[src/rtl/find_min_16_feeder.sv]
// Frame collector and launcher for the 16-way pipelined minimum finder.
// Optional watchdog on the finder result: FIND_MIN_FEEDER_TIMEOUT_EN.
module find_min_16_feeder #(
  parameter int DATA_WIDTH = 48,
  parameter int TIMEOUT    = 15
) (
  input  logic                     clk,
  input  logic                     rst_n,
  input  logic                     in_valid,
  output logic                     in_ready,
  input  logic [DATA_WIDTH-1:0]    in_data,
  input  logic                     in_last,
  output logic                     start_find,
  output logic [16*DATA_WIDTH-1:0] data_in_flat,
  input  logic [DATA_WIDTH-1:0]    fm_min_val,
  input  logic [3:0]               fm_min_idx,
  input  logic                     fm_valid_out,
  output logic                     res_valid,
  input  logic                     res_ready,
  output logic [DATA_WIDTH-1:0]    res_val,
  output logic [3:0]               res_idx,
  output logic [4:0]               res_count,
  output logic                     res_pad_hit,
  output logic                     res_err
);

  localparam logic [DATA_WIDTH-1:0] PAD = {1'b0, {(DATA_WIDTH-1){1'b1}}};

  typedef enum logic [2:0] {
    ST_IDLE,
    ST_COLLECT,
    ST_LAUNCH,
    ST_WAIT,
    ST_HOLD
  } state_t;

  state_t     state_reg, state_next;
  logic [4:0] count_reg;
  logic       in_ready_reg, start_find_reg, res_valid_reg;
  logic [DATA_WIDTH-1:0] res_val_reg;
  logic [3:0] res_idx_reg;
  logic [4:0] res_count_reg;
  logic       res_pad_hit_reg, res_err_reg;
  logic       accept, close_frame, fm_hit, timeout_hit;

  if (TIMEOUT < 5) begin : g_timeout_check
    $error("find_min_16_feeder: TIMEOUT must be at least 5");
  end

  assign accept      = in_ready_reg & in_valid;
  // The 16th sample closes the frame whether or not in_last is set.
  assign close_frame = accept & (in_last | (count_reg == 5'd15));
  assign fm_hit      = (state_reg == ST_WAIT) & fm_valid_out;

`ifdef FIND_MIN_FEEDER_TIMEOUT_EN
  localparam int WD_W = $clog2(TIMEOUT + 1);
  logic [WD_W-1:0] wd_cnt_reg;

  always_ff @(posedge clk or negedge rst_n) begin
    if (!rst_n)
      wd_cnt_reg <= '0;
    else if (state_reg == ST_LAUNCH)
      wd_cnt_reg <= '0;
    else if (state_reg == ST_WAIT)
      wd_cnt_reg <= wd_cnt_reg + 1'b1;
  end

  assign timeout_hit = (state_reg == ST_WAIT) & ~fm_valid_out &
                       (wd_cnt_reg == WD_W'(TIMEOUT - 1));
`else
  assign timeout_hit = 1'b0;
`endif

  always_comb begin
    state_next = state_reg;
    case (state_reg)
      ST_IDLE:    state_next = ST_COLLECT;
      ST_COLLECT: if (close_frame) state_next = ST_LAUNCH;
      ST_LAUNCH:  state_next = ST_WAIT;
      ST_WAIT:    if (fm_hit || timeout_hit) state_next = ST_HOLD;
      ST_HOLD:    if (res_ready) state_next = ST_COLLECT;
      default:    state_next = ST_IDLE;
    endcase
  end

  // Handshake outputs are registered copies of the state being entered.
  always_ff @(posedge clk or negedge rst_n) begin
    if (!rst_n) begin
      state_reg      <= ST_IDLE;
      in_ready_reg   <= 1'b0;
      start_find_reg <= 1'b0;
      res_valid_reg  <= 1'b0;
    end else begin
      state_reg      <= state_next;
      in_ready_reg   <= (state_next == ST_COLLECT);
      start_find_reg <= (state_next == ST_LAUNCH);
      res_valid_reg  <= (state_next == ST_HOLD);
    end
  end

  always_ff @(posedge clk or negedge rst_n) begin
    if (!rst_n)
      count_reg <= '0;
    else if ((state_reg == ST_HOLD) && res_ready)
      count_reg <= '0;
    else if (accept)
      count_reg <= count_reg + 5'd1;
  end

  always_ff @(posedge clk or negedge rst_n) begin
    if (!rst_n) begin
      res_val_reg     <= '0;
      res_idx_reg     <= '0;
      res_count_reg   <= '0;
      res_pad_hit_reg <= 1'b0;
      res_err_reg     <= 1'b0;
    end else if (fm_hit) begin
      res_val_reg     <= fm_min_val;
      res_idx_reg     <= fm_min_idx;
      res_count_reg   <= count_reg;
      res_pad_hit_reg <= ({1'b0, fm_min_idx} >= count_reg);
      res_err_reg     <= 1'b0;
    end else if (timeout_hit) begin
      res_val_reg     <= '0;
      res_idx_reg     <= '0;
      res_count_reg   <= count_reg;
      res_pad_hit_reg <= 1'b0;
      res_err_reg     <= 1'b1;
    end
  end

  // Slots only change in COLLECT, so the frame stays stable through LAUNCH/WAIT.
  genvar gi;
  generate
    for (gi = 0; gi < 16; gi++) begin : g_slot
      logic [DATA_WIDTH-1:0] slot_reg;

      always_ff @(posedge clk or negedge rst_n) begin
        if (!rst_n)
          slot_reg <= '0;
        else if (accept) begin
          if (count_reg == 5'(gi))
            slot_reg <= in_data;
          else if (close_frame && (count_reg < 5'(gi)))
            slot_reg <= PAD;
        end
      end

      assign data_in_flat[gi*DATA_WIDTH +: DATA_WIDTH] = slot_reg;
    end
  endgenerate

  assign in_ready    = in_ready_reg;
  assign start_find  = start_find_reg;
  assign res_valid   = res_valid_reg;
  assign res_val     = res_val_reg;
  assign res_idx     = res_idx_reg;
  assign res_count   = res_count_reg;
  assign res_pad_hit = res_pad_hit_reg;
`ifdef FIND_MIN_FEEDER_TIMEOUT_EN
  assign res_err     = res_err_reg;
`else
  assign res_err     = 1'b0;
`endif

endmodule
[config.mk]
export PLATFORM = sky130hd
export DESIGN_NAME = find_min_16_feeder
export DESIGN_NICKNAME = d
export VERILOG_FILES = /design/src/rtl/find_min_16_feeder.sv
export SDC_FILE = /design/constraint.sdc
export NUM_CORES = 1
export LEC_CHECK = 0
export BUFFER_PORTS_ARGS = -buffer_cell sky130_fd_sc_hd__buf_4
export CORE_AREA = 4 4 358 360
export CTS_CLUSTER_DIAMETER = 60
export DETAILED_ROUTE_END_ITERATION = 6
export DIE_AREA = 0 0 362 364
export SLEW_MARGIN = 0
export SYNTH_ARGS = -nofsm -noshare
export SYNTH_HDL_FRONTEND = slang
export SYNTH_SLANG_ARGS = --single-unit
[constraint.sdc]
create_clock -name clk -period 5 [get_ports clk]
set_input_delay 1.25 -clock clk [delete_from_list [all_inputs] [get_ports clk]]
set_output_delay 1.25 -clock clk [all_outputs]
set_load 0.005 [all_outputs]
==> impl_results.md, run 1 <==
- Status: complete, no violations
- WL/cell: 26.5 um
- Post-DP HPWL: 98200 um
- Worst hold stages: 2
- Setup tns final: 0 ps
- Final wirelength: 144000 um
- Area Overhead vs Synth: 36.0%
- Largest net degree at the start of global routing: 111
- Leak pwr: 18.4 nW
- Tcrit/Tclk final: 76.8%
- Tmin final: 3840 ps
- Layout Nets: 3808
- IO buf count: 934
- Most common cell after layout, fill and taps aside: buf_4
- Ports: 936
- Worst Tran Pin Value: 1160 ps
- Yosys reg bits: 837
- Post-synth top area cell: dfrtp_1
- Asr flop ratio synth: 100%
- CTS root buf: clkbuf_16
- Final hold vios: 0
- Skew final: 28.4 ps
- Vias in the first global route: 26300
- TritonCTS clock tree: yes
- Via density per instance: 4.90
- Clock Tree Buf Depth: 3
- # Post-CTS Setup Buffers: 0
- Setup slack at placement: 1150 ps
- GRT Resource Usage Total: 21.2%
- H-tree levels: 3
- Max-Slew Margin vs Limit: 22.7%
- Req. time, crit path: 5590 ps
- First-pass GRT wire length: 201000 um
- Sequential share of the synthesized area: 63.6%
- Fillers: 12400
- Synth Cell Area: 32900 um^2
- Worst VDD drop: 0.348 mV
- Post-synth cell types: 53
- Setup violations, final: 0
- Antenna violations before repair: 25
- Syn nets: 2997
- Power density cells: 625 nW/um^2
- CP Capture Type: flop
- Width of the die: 362 um
- RSZ-0062 raised after global routing: no
- Max-Cap Viols: 0
- Routed Antenna Nets: 0
- Critical Path Source Type: flop
- Top FF cell, synth: dfrtp_1
- Cell Rows: 130
- Avg Cell Area, Syn: 11.4 um^2
- Synth Warn #: 0
- CTS buffer count: 97
- Worst-path clk slew: 60 ps
- CTS Sinks: 837
- DRT iter0 DRCs: 2490
- DIE AREA: 132000 um^2
- Largest register FFs: 768
- Crit path kind: flop to flop
- Share of layout cells above drive strength 1: 35.5%
- Min setup slack post-route: 1160 ps
- HP Class: flop to flop
- Arrival @ worst endpoint: 4430 ps
- Die Ht: 364 um
- 1st-pass router iterations: 5
- Remaining DRCs: 0
- Worst reg-to-reg path cell count: 9
- EDFF count, synth: 0
- Routability congestion estimate: 0.797
- Vias: 26600
- Max-slew violation count: 0
- Top cells by area, synth: dfrtp_1 (64%), o22a_1 (7.5%), nor2_1 (7.1%)
- Hold Buf Count CTS: 0
- Most frequent cells in the layout: buf_4 (982), dfrtp_1 (837), nor2_1 (624), a21oi_1 (383), o22a_1 (282)
- Synth top area share: 63.6%
- Total gr overflow: 0
- Starting density of the core: 26.3%
- Core Area: 125000 um^2
- Fmax: 0.260 GHz
- Clock latency on the worst-skew pair: 700 ps
- CP max FO: 50
- # resized after CTS: 0
- Cells after synthesis: 2882
-- path summary, 6_finish.rpt --
kind | slack [ps] | from | end
worst max-delay path | 1160 | count_reg[1] | g_slot[15].slot_reg[27]
worst min-delay path | 490 | res_count[4] | res_count[4]
worst max register to register | 1160 | count_reg[1] | g_slot[15].slot_reg[27]
worst min register to register | 490 | res_count[4] | res_count[4]
max in group asynchronous | 3210 | rst_n | g_slot[0].slot_reg[15]
min in group asynchronous | 610 | rst_n | g_slot[7].slot_reg[34]
-- logic make-up (layout without fill, tap and decap cells) --
family | Yosys count | in the layout | share of synthesized area [%]
AOI/OAI and AO/OA | 801 | 801 | 15.8
xor gates and xnor gates | 2 | 2 | 0.0532
adders and majority gates | 9 | 9 | 0.342
buffers and inverters | 290 | 1180 | 4.12
DFF | 837 | 837 | 63.6
muxes | 194 | 194 | 6.67
other | 1 | 6 | 0.0114
and+or+nand+nor | 748 | 748 | 9.37
-- synth_stat cells (all sizes together), types with 2 or more instances --
cell type and n:
dfrtp 837, nor2 624, a21oi 383, o22a 282
clkbuf 159, mux2 145, buf 120, o21ai 112
nand2b 52, mux2i 49, nand2 27, nand3 12
inv 11, ha 9, o22ai 8, or3 6
a2111oi 3, a21o 3, a31o 3, and2 3
nand4 3, nor2b 3, nor3b 3, o31ai 3
and3b 2, and4bb 2, nand3b 2, nor4 2
or4 2, xnor2 2
-- per-layer routing --
layer  global-route usage (%)  vias to the layer above  share of wire, %
met3                     5.25                      266               8.0
li1                         -                    11600                 -
met5                        0                        -             0.024
met1                     26.0                    13600                39
met4                     9.29                        4               4.2
met2                     35.3                     1185                49
-- report_power, final --
part           total [mW]  switching [mW]  internal (mW)
logic                9.66            4.69           4.96
clock network        7.45            3.04           4.41
registers            10.9            1.65           9.24
total                28.0            9.39           18.6
-- through the flow --
stage | util, % | total power [mW] | instances | cell area [um^2] | hold slack (ps)
finish | 35.8 | 28.0 | 5427 | 44800 | 486
global route | 35.8 | 29.5 | 5425 | 44800 | 504
CTS | 35.8 | 28.3 | 5422 | 44800 | 488
detailed placement | 33.1 | 20.7 | 5244 | 41400 | 476
global placement | 33.1 | 20.5 | 5244 | 41400 | 467
floorplan | - | 14.6 | 2882 | 32900 | 473
-- layout make-up --
type | instances | area (um^2) | share of cell area (%)
inverter | 11 | 41.3 | 0.0922
clock buffer | 132 | 2780 | 6.21
antenna | 5 | 12.5 | 0.0279
multi-input combinational | 1755 | 10800 | 24.1
sequential | 837 | 20900 | 46.8
timing repair buffer | 991 | 7550 | 16.9
tap | 1650 | 2060 | 4.61
clock inverter | 46 | 607 | 1.36
-- critical path: stages, from the launching register on --
cell and delay (ps):
dfrtp_1 700, ha_1 340, and3_1 180, ha_2 190, buf_4 480, o211ai_4 240, or3_4 450, o21ai_4 70
buf_4 590, mux2_2 400
No activity file was read; power rests on OpenSTA's default activity.
==> run 2: changes to the inputs <==
==> constraint.sdc (replaced) <==
create_clock -name clk -period 3.93 [get_ports clk]
set_input_delay 0.9825 -clock clk [delete_from_list [all_inputs] [get_ports clk]]
set_output_delay 0.9825 -clock clk [all_outputs]
set_load 0.005 [all_outputs]
==> run 2 against run 1 <==
  * Clock power rose by 24%
  * Hold slack lost 170 ps
  * Critical path depth unchanged
  * Die area unchanged
  * Combinational power rose by 28%
  * Fmax increased by 23%
  * Design area increased by 0.31%
  * Sequential share of layout area fell by 0.15 points
  * Wire length grew 0.29%
  * Register-to-register slack got worse by 340 ps
  * Highest routed layer is now met4
==> impl_results.md, run 2 (synthesis gave the netlist of run 1 again) <==
- Routability congestion estimate: 0.819
- CP max stage cell: a21bo_2
- Arrival @ worst endpoint: 3730 ps
- Layout Nets: 3824
- Power density cells: 789 nW/um^2
- Fin cells: 5441
- CP max FO: 29
- Setup violations, final: 0
- Area Overhead vs Synth: 36.4%
- Antenna violations before repair: 21
- # Post-CTS Setup Buffers: 0
- Flop2flop setup slack: 820 ps
- DIE AREA: 132000 um^2
- Critical Path Source Type: flop
- Die Ht: 364 um
- Leak pwr: 18.4 nW
- First-pass GRT wire length: 201000 um
- RR Startpoint: count_reg[0]
- CP Capture Type: flop
- Final wirelength: 144000 um
- Crit path max-delay family: compound AO/OA/AOI/OAI gates
- CTS root buf: clkbuf_16
- Hold_ws: 318 ps
- Max-Slew Margin vs Limit: 36.4%
- IO buf count: 934
- Tmin final: 3110 ps
- 1st-pass router iterations: 5
- Final core utilization: 35.9%
- Worst VDD drop: 0.421 mV
- Core Area: 125000 um^2
- Routed Antenna Nets: 0
- Remaining DRCs: 0
- Vias: 26600
- Final hold vios: 0
- Ports: 936
- Starting density of the core: 26.3%
- Placed Instances: 5260
- Skew final: 34.2 ps
- Cell Rows: 130
- Share of layout cells above drive strength 1: 35.8%
- Largest net degree at the start of global routing: 101
- Crit path kind: flop to flop
- H-tree levels: 3
- Setup tns final: 0 ps
- Clock Tree Buf Depth: 3
- Worst reg-to-reg path cell count: 9
- Max-Cap Viols: 0
- WL/cell: 26.5 um
- Worst Setup SP: count_reg[0]
- CTS buffer count: 97
- HP Class: input pin to asynchronous set/reset pin
- Most frequent cells in the layout: buf_4 (990), dfrtp_1 (837), nor2_1 (624), a21oi_1 (383), o22a_1 (282)
- Worst-path clk slew: 60 ps
- Largest register FFs: 768
- TritonCTS clock tree: yes
- GRT Resource Usage Total: 21.1%
- Width of the die: 362 um
- Vias in the first global route: 26500
- Critical path cell sequence: ha_1 > and3_1 > ha_2 > nor2_1 > nor2b_4 > buf_4 > a21bo_2 > buf_4 > o22a_1
- Req. time, crit path: 4540 ps
- RSZ-0062 raised after global routing: no
- Clock latency on the worst-skew pair: 690 ps
- Fmax: 0.321 GHz
- Largest stage delay on the critical path: 650 ps
- Via density per instance: 4.90
- Tcrit/Tclk final: 79.2%
- Total gr overflow: 0
- Most frequent CP cell: buf_4
- Worst path depth: 9
- Status: complete, no violations
- Most common cell after layout, fill and taps aside: buf_4
- Max-slew violation count: 0
- Post-DP HPWL: 99200 um
- WP buf/inv: 2
- CTS Sinks: 837
- Worst reg2reg endpoint: g_slot[7].slot_reg[22]
- DRT iter0 DRCs: 2255
- Hold Buf Count CTS: 0
- Worst Tran Pin Value: 955 ps
- # resized after CTS: 0
run 2: cell count changes in the layout (fill, tap and decap cells not counted), moves of 2 or more:
cell and delta:
diode_2 +2, clkbuf_1 -4, clkinvlp_4 -3, bufinv_16 -4, inv_6 +4, clkinv_8 +4, buf_4 +8, clkinv_4 -2
buf_12 +8, clkbuf_8 +7, clkbuf_16 -2, inv_16 -2
run 2: per-stage QoR:
stage               worst slack, ps  power, mW  cell area (um^2)
floorplan                      1420       18.6             32900
global placement                667       26.1             41600
detailed placement              624       26.4             41600
CTS                             791       35.8             44900
global route                    671       37.4             44900
finish                          817       35.5             44900
run 2: final cells by class:
| type | instances | area, um^2 |
|---|---|---|
| clock inverter | 41 | 490 |
| tap | 1650 | 2060 |
| fill | 12500 | 80200 |
| timing repair buffer | 1007 | 7770 |
| antenna | 7 | 17.5 |
| multi-input combinational | 1755 | 10800 |
| clock buffer | 133 | 2810 |
| inverter | 11 | 41.3 |
| sequential | 837 | 20900 |
run 2: where the power goes:
group	leakage [nW]	switching, mW	internal, mW
sequential	8.37	2.02	11.8
clock	1.63	3.85	5.39
combinational	8.43	6.05	6.39
run 2: worst max-delay path by stage:
stage	to
3_5_place_dp	g_slot[7].slot_reg[47]
3_3_place_gp	g_slot[7].slot_reg[47]
4_1_cts	g_slot[7].slot_reg[22]
5_1_grt	g_slot[7].slot_reg[22]
6_report	g_slot[7].slot_reg[22]
2_1_floorplan	g_slot[15].slot_reg[28]
run 2: routing by layer:
| metal | GRT usage [%] | part of all wire, % | vias to the layer above |
|---|---|---|---|
| li1 | - | - | 11600 |
| met2 | 35.1 | 49 | 1103 |
| met1 | 26.2 | 40 | 13700 |
| met3 | 5.60 | 8.1 | 239 |
| met4 | 8.52 | 3.7 | 0 |
| met5 | 0 | 0 | - |
==> run 3: changes to the inputs <==
--- a/config.mk
+++ b/config.mk
@@ -5,11 +5,12 @@
 export SDC_FILE = /design/constraint.sdc
 export NUM_CORES = 1
 export LEC_CHECK = 0
+export ABC_AREA = 1
 export BUFFER_PORTS_ARGS = -buffer_cell sky130_fd_sc_hd__buf_4
-export CORE_AREA = 4 4 358 360
+export CORE_AREA = 4 4 363 365
 export CTS_CLUSTER_DIAMETER = 60
 export DETAILED_ROUTE_END_ITERATION = 6
-export DIE_AREA = 0 0 362 364
+export DIE_AREA = 0 0 367 369
 export SLEW_MARGIN = 0
 export SYNTH_ARGS = -nofsm -noshare
 export SYNTH_HDL_FRONTEND = slang
==> constraint.sdc (replaced) <==
create_clock -name clk -period 2.6 [get_ports clk]
set_input_delay 0.65 -clock clk [delete_from_list [all_inputs] [get_ports clk]]
set_output_delay 0.65 -clock clk [all_outputs]
set_load 0.005 [all_outputs]
==> run 3 against run 2 <==
  * Hold slack got worse by 190 ps
  * Sequential share of layout area fell by 2.2 points
  * Via count rose by 18%
  * Final cell count rose by 23%
  * Design area rose by 5.0%
  * Combinational power rose by 68%
  * Global-route usage rose by 1.0 points
  * Sequential power rose by 66%
  * First-iteration DRC count rose by 36%
  * Largest cell class unchanged
==> impl_results.md, run 3 <==
- 1st-pass router iterations: 5
- Max-slew violation count: 0
- DRT iter0 DRCs: 3074
- Vias in the first global route: 30800
- Tcrit/Tclk final: 95.0%
- RSZ-0062 raised after global routing: yes
- Max-Cap Viols: 0
- Routed Antenna Nets: 0
- Commonest cells post-synth: nor2_1 (1242), nand2_1 (1068), dfrtp_1 (837)
- Max-Slew Margin vs Limit: 47.6%
- Yosys reg bits: 837
- WL/cell: 23.2 um
- Width of the die: 367 um
- Synth top area share: 61.8%
- Setup violations, final: 0
- Crit path kind: flop to flop
- Worst-path clk slew: 60 ps
- Setup tns final: 0 ps
- Power density cells: 1250 nW/um^2
- Leak pwr: 23.6 nW
- Routability congestion estimate: 0.887
- Worst Tran Pin Value: 785 ps
- Top sig layer: met4
- Post-DP HPWL: 109000 um
- CP max FO: 48
- Syn nets: 4152
- Share of layout cells above drive strength 1: 25.8%
- Ports: 936
- CTS buffer count: 101
- Top FF cell, synth: dfrtp_1
- Antenna violations before repair: 11
- CTS root buf: clkbuf_16
- Skew final: 28.4 ps
- HP Class: input pin to flop
- Starting density of the core: 26.3%
- Largest register FFs: 768
- Sequential share of the synthesized area: 61.8%
- Worst VDD drop: 0.652 mV
- TritonCTS clock tree: yes
- Vias: 31500
- Total gr overflow: 0
- Layout Nets: 5030
- Synth Cell Area: 33900 um^2
- DIE AREA: 135000 um^2
- Status: complete, no violations
- Tmin final: 2470 ps
- Critical Path Source Type: flop
- Cell Rows: 132
- Met2 wire len: 71900 um
- CP Capture Type: flop
- Design Power: 58.9 mW
- Min setup slack post-route: 130 ps
- Met1 WL: 64300 um
- Via density per instance: 4.72
- GRT Resource Usage Total: 22.2%
- Largest net degree at the start of global routing: 84
- Die Ht: 369 um
- Final core utilization: 36.6%
- Avg Cell Area, Syn: 8.39 um^2
- EDFF count, synth: 0
- Asr flop ratio synth: 100%
- Area after DPL: 43500 um^2
- Area Overhead vs Synth: 39.2%
- First-pass GRT wire length: 222000 um
- Post-synth top area cell: dfrtp_1
- Post-route cell area: 47200 um^2
- Clock Tree Buf Depth: 3
- Most common cell after layout, fill and taps aside: nor2_1
- Core Area: 129000 um^2
- Final wirelength: 155000 um
- Cells after synthesis: 4037
- Fmax: 0.405 GHz
- Setup slack at placement: -78.3 ps
- Top cells by area, synth: dfrtp_1 (62%), nor2_1 (14%), nand2_1 (12%)
- IO buf count: 934
- Fillers: 13200
- Cell with the most instances after synthesis: nor2_1
- Clock latency on the worst-skew pair: 710 ps
- Post-synth cell types: 25
- Synth Warn #: 0
- H-tree levels: 3
- Remaining DRCs: 0
- CTS Sinks: 837
- Arrival @ worst endpoint: 3060 ps
- Req. time, crit path: 3190 ps
- Most frequent cells in the layout: nor2_1 (1235), nand2_1 (1044), buf_4 (1014), dfrtp_1 (837), nand3_1 (264)
- DR WL met3: 13500 um
- Final hold vios: 0
-- run 3: changes by cell type in the layout (fill, tap and decap cells not counted), moves of 53 or more --
cell	change
o22a_1	-282
a21oi_1	-284
nor2_1	+611
nand4_1	+53
nand2_1	+1022
o21ai_0	-89
mux2_2	-126
inv_1	+111
nand3_1	+259
-- run 3: area by class of cell --
class	instances	area [um^2]	area share [%]
Multi-Input combinational cell	2785	11500	24.3
Antenna cell	3	7.51	0.0159
Clock buffer	144	3000	6.36
Clock inverter	46	612	1.30
Sequential cell	837	20900	44.4
Inverter	126	473	1.00
Timing Repair Buffer	1064	8570	18.2
Tap cell	1675	2100	4.44
-- run 3: cells by family after synthesis --
family | share of synthesized area (%)
other | 0.0111
AO/OA/AOI/OAI | 1.88
adder cells (fa/ha/maj) | 0.332
flip-flops | 61.8
AND/OR/NAND/NOR | 30.9
buffers and inverters | 5.05
-- run 3: worst max-delay path, stage by stage, from the launching register on --
cell	delay, ps
dfrtp_1	360
ha_1	210
inv_1	110
nor2_1	120
ha_2	220
nor2_1	90
nor3_4	300
buf_4	190
nand3_2	130
clkbuf_8	330
nand3_1	150
nand2_1	70
-- run 3: final timing paths --
path / slack [ps] / end / cells past startpoint / from
min: 130 / res_val[43] / 3 / fm_min_val[43]
min in group asynchronous: 470 / g_slot[7].slot_reg[8] / 2 / rst_n
max: 130 / g_slot[9].slot_reg[30] / 11 / count_reg[0]
max reg2reg: 130 / g_slot[9].slot_reg[30] / 11 / count_reg[0]
max in group asynchronous: 1090 / g_slot[8].slot_reg[35] / 4 / rst_n
min reg2reg: 480 / res_val[10] / 2 / res_val[10]
-- run 3: power breakdown --
group,leakage (nW),switching [mW],internal [mW]
registers,9.71,3.96,19.0
clock network,1.77,6.14,9.03
logic,12.1,10.3,10.5
total,23.6,20.4,38.5
-- run 3: routing by layer --
layer	vias to the layer above	track usage (%)
met4	0	7.95
met3	276	5.88
met1	15600	29.1
met5	-	0
li1	14200	-
met2	1471	35.4
-- run 3: per-stage QoR --
| step | hold slack (ps) | instances |
|---|---|---|
| after global placement | 463 | 6483 |
| after CTS | 48.9 | 6677 |
| after detailed placement | 467 | 6483 |
| after floorplan | 354 | 4037 |
| final | 130 | 6680 |
| after global routing | 75.3 | 6677 |
-- run 3: what timing repair did --
item	CTS	global route
endpoints found under the setup margin	71	215
pin swaps	2	0
endpoints found under the hold margin	28	0
gates cloned	1	0
hold buffers	1	0
resized for setup	1	9
buffers inserted	2	0
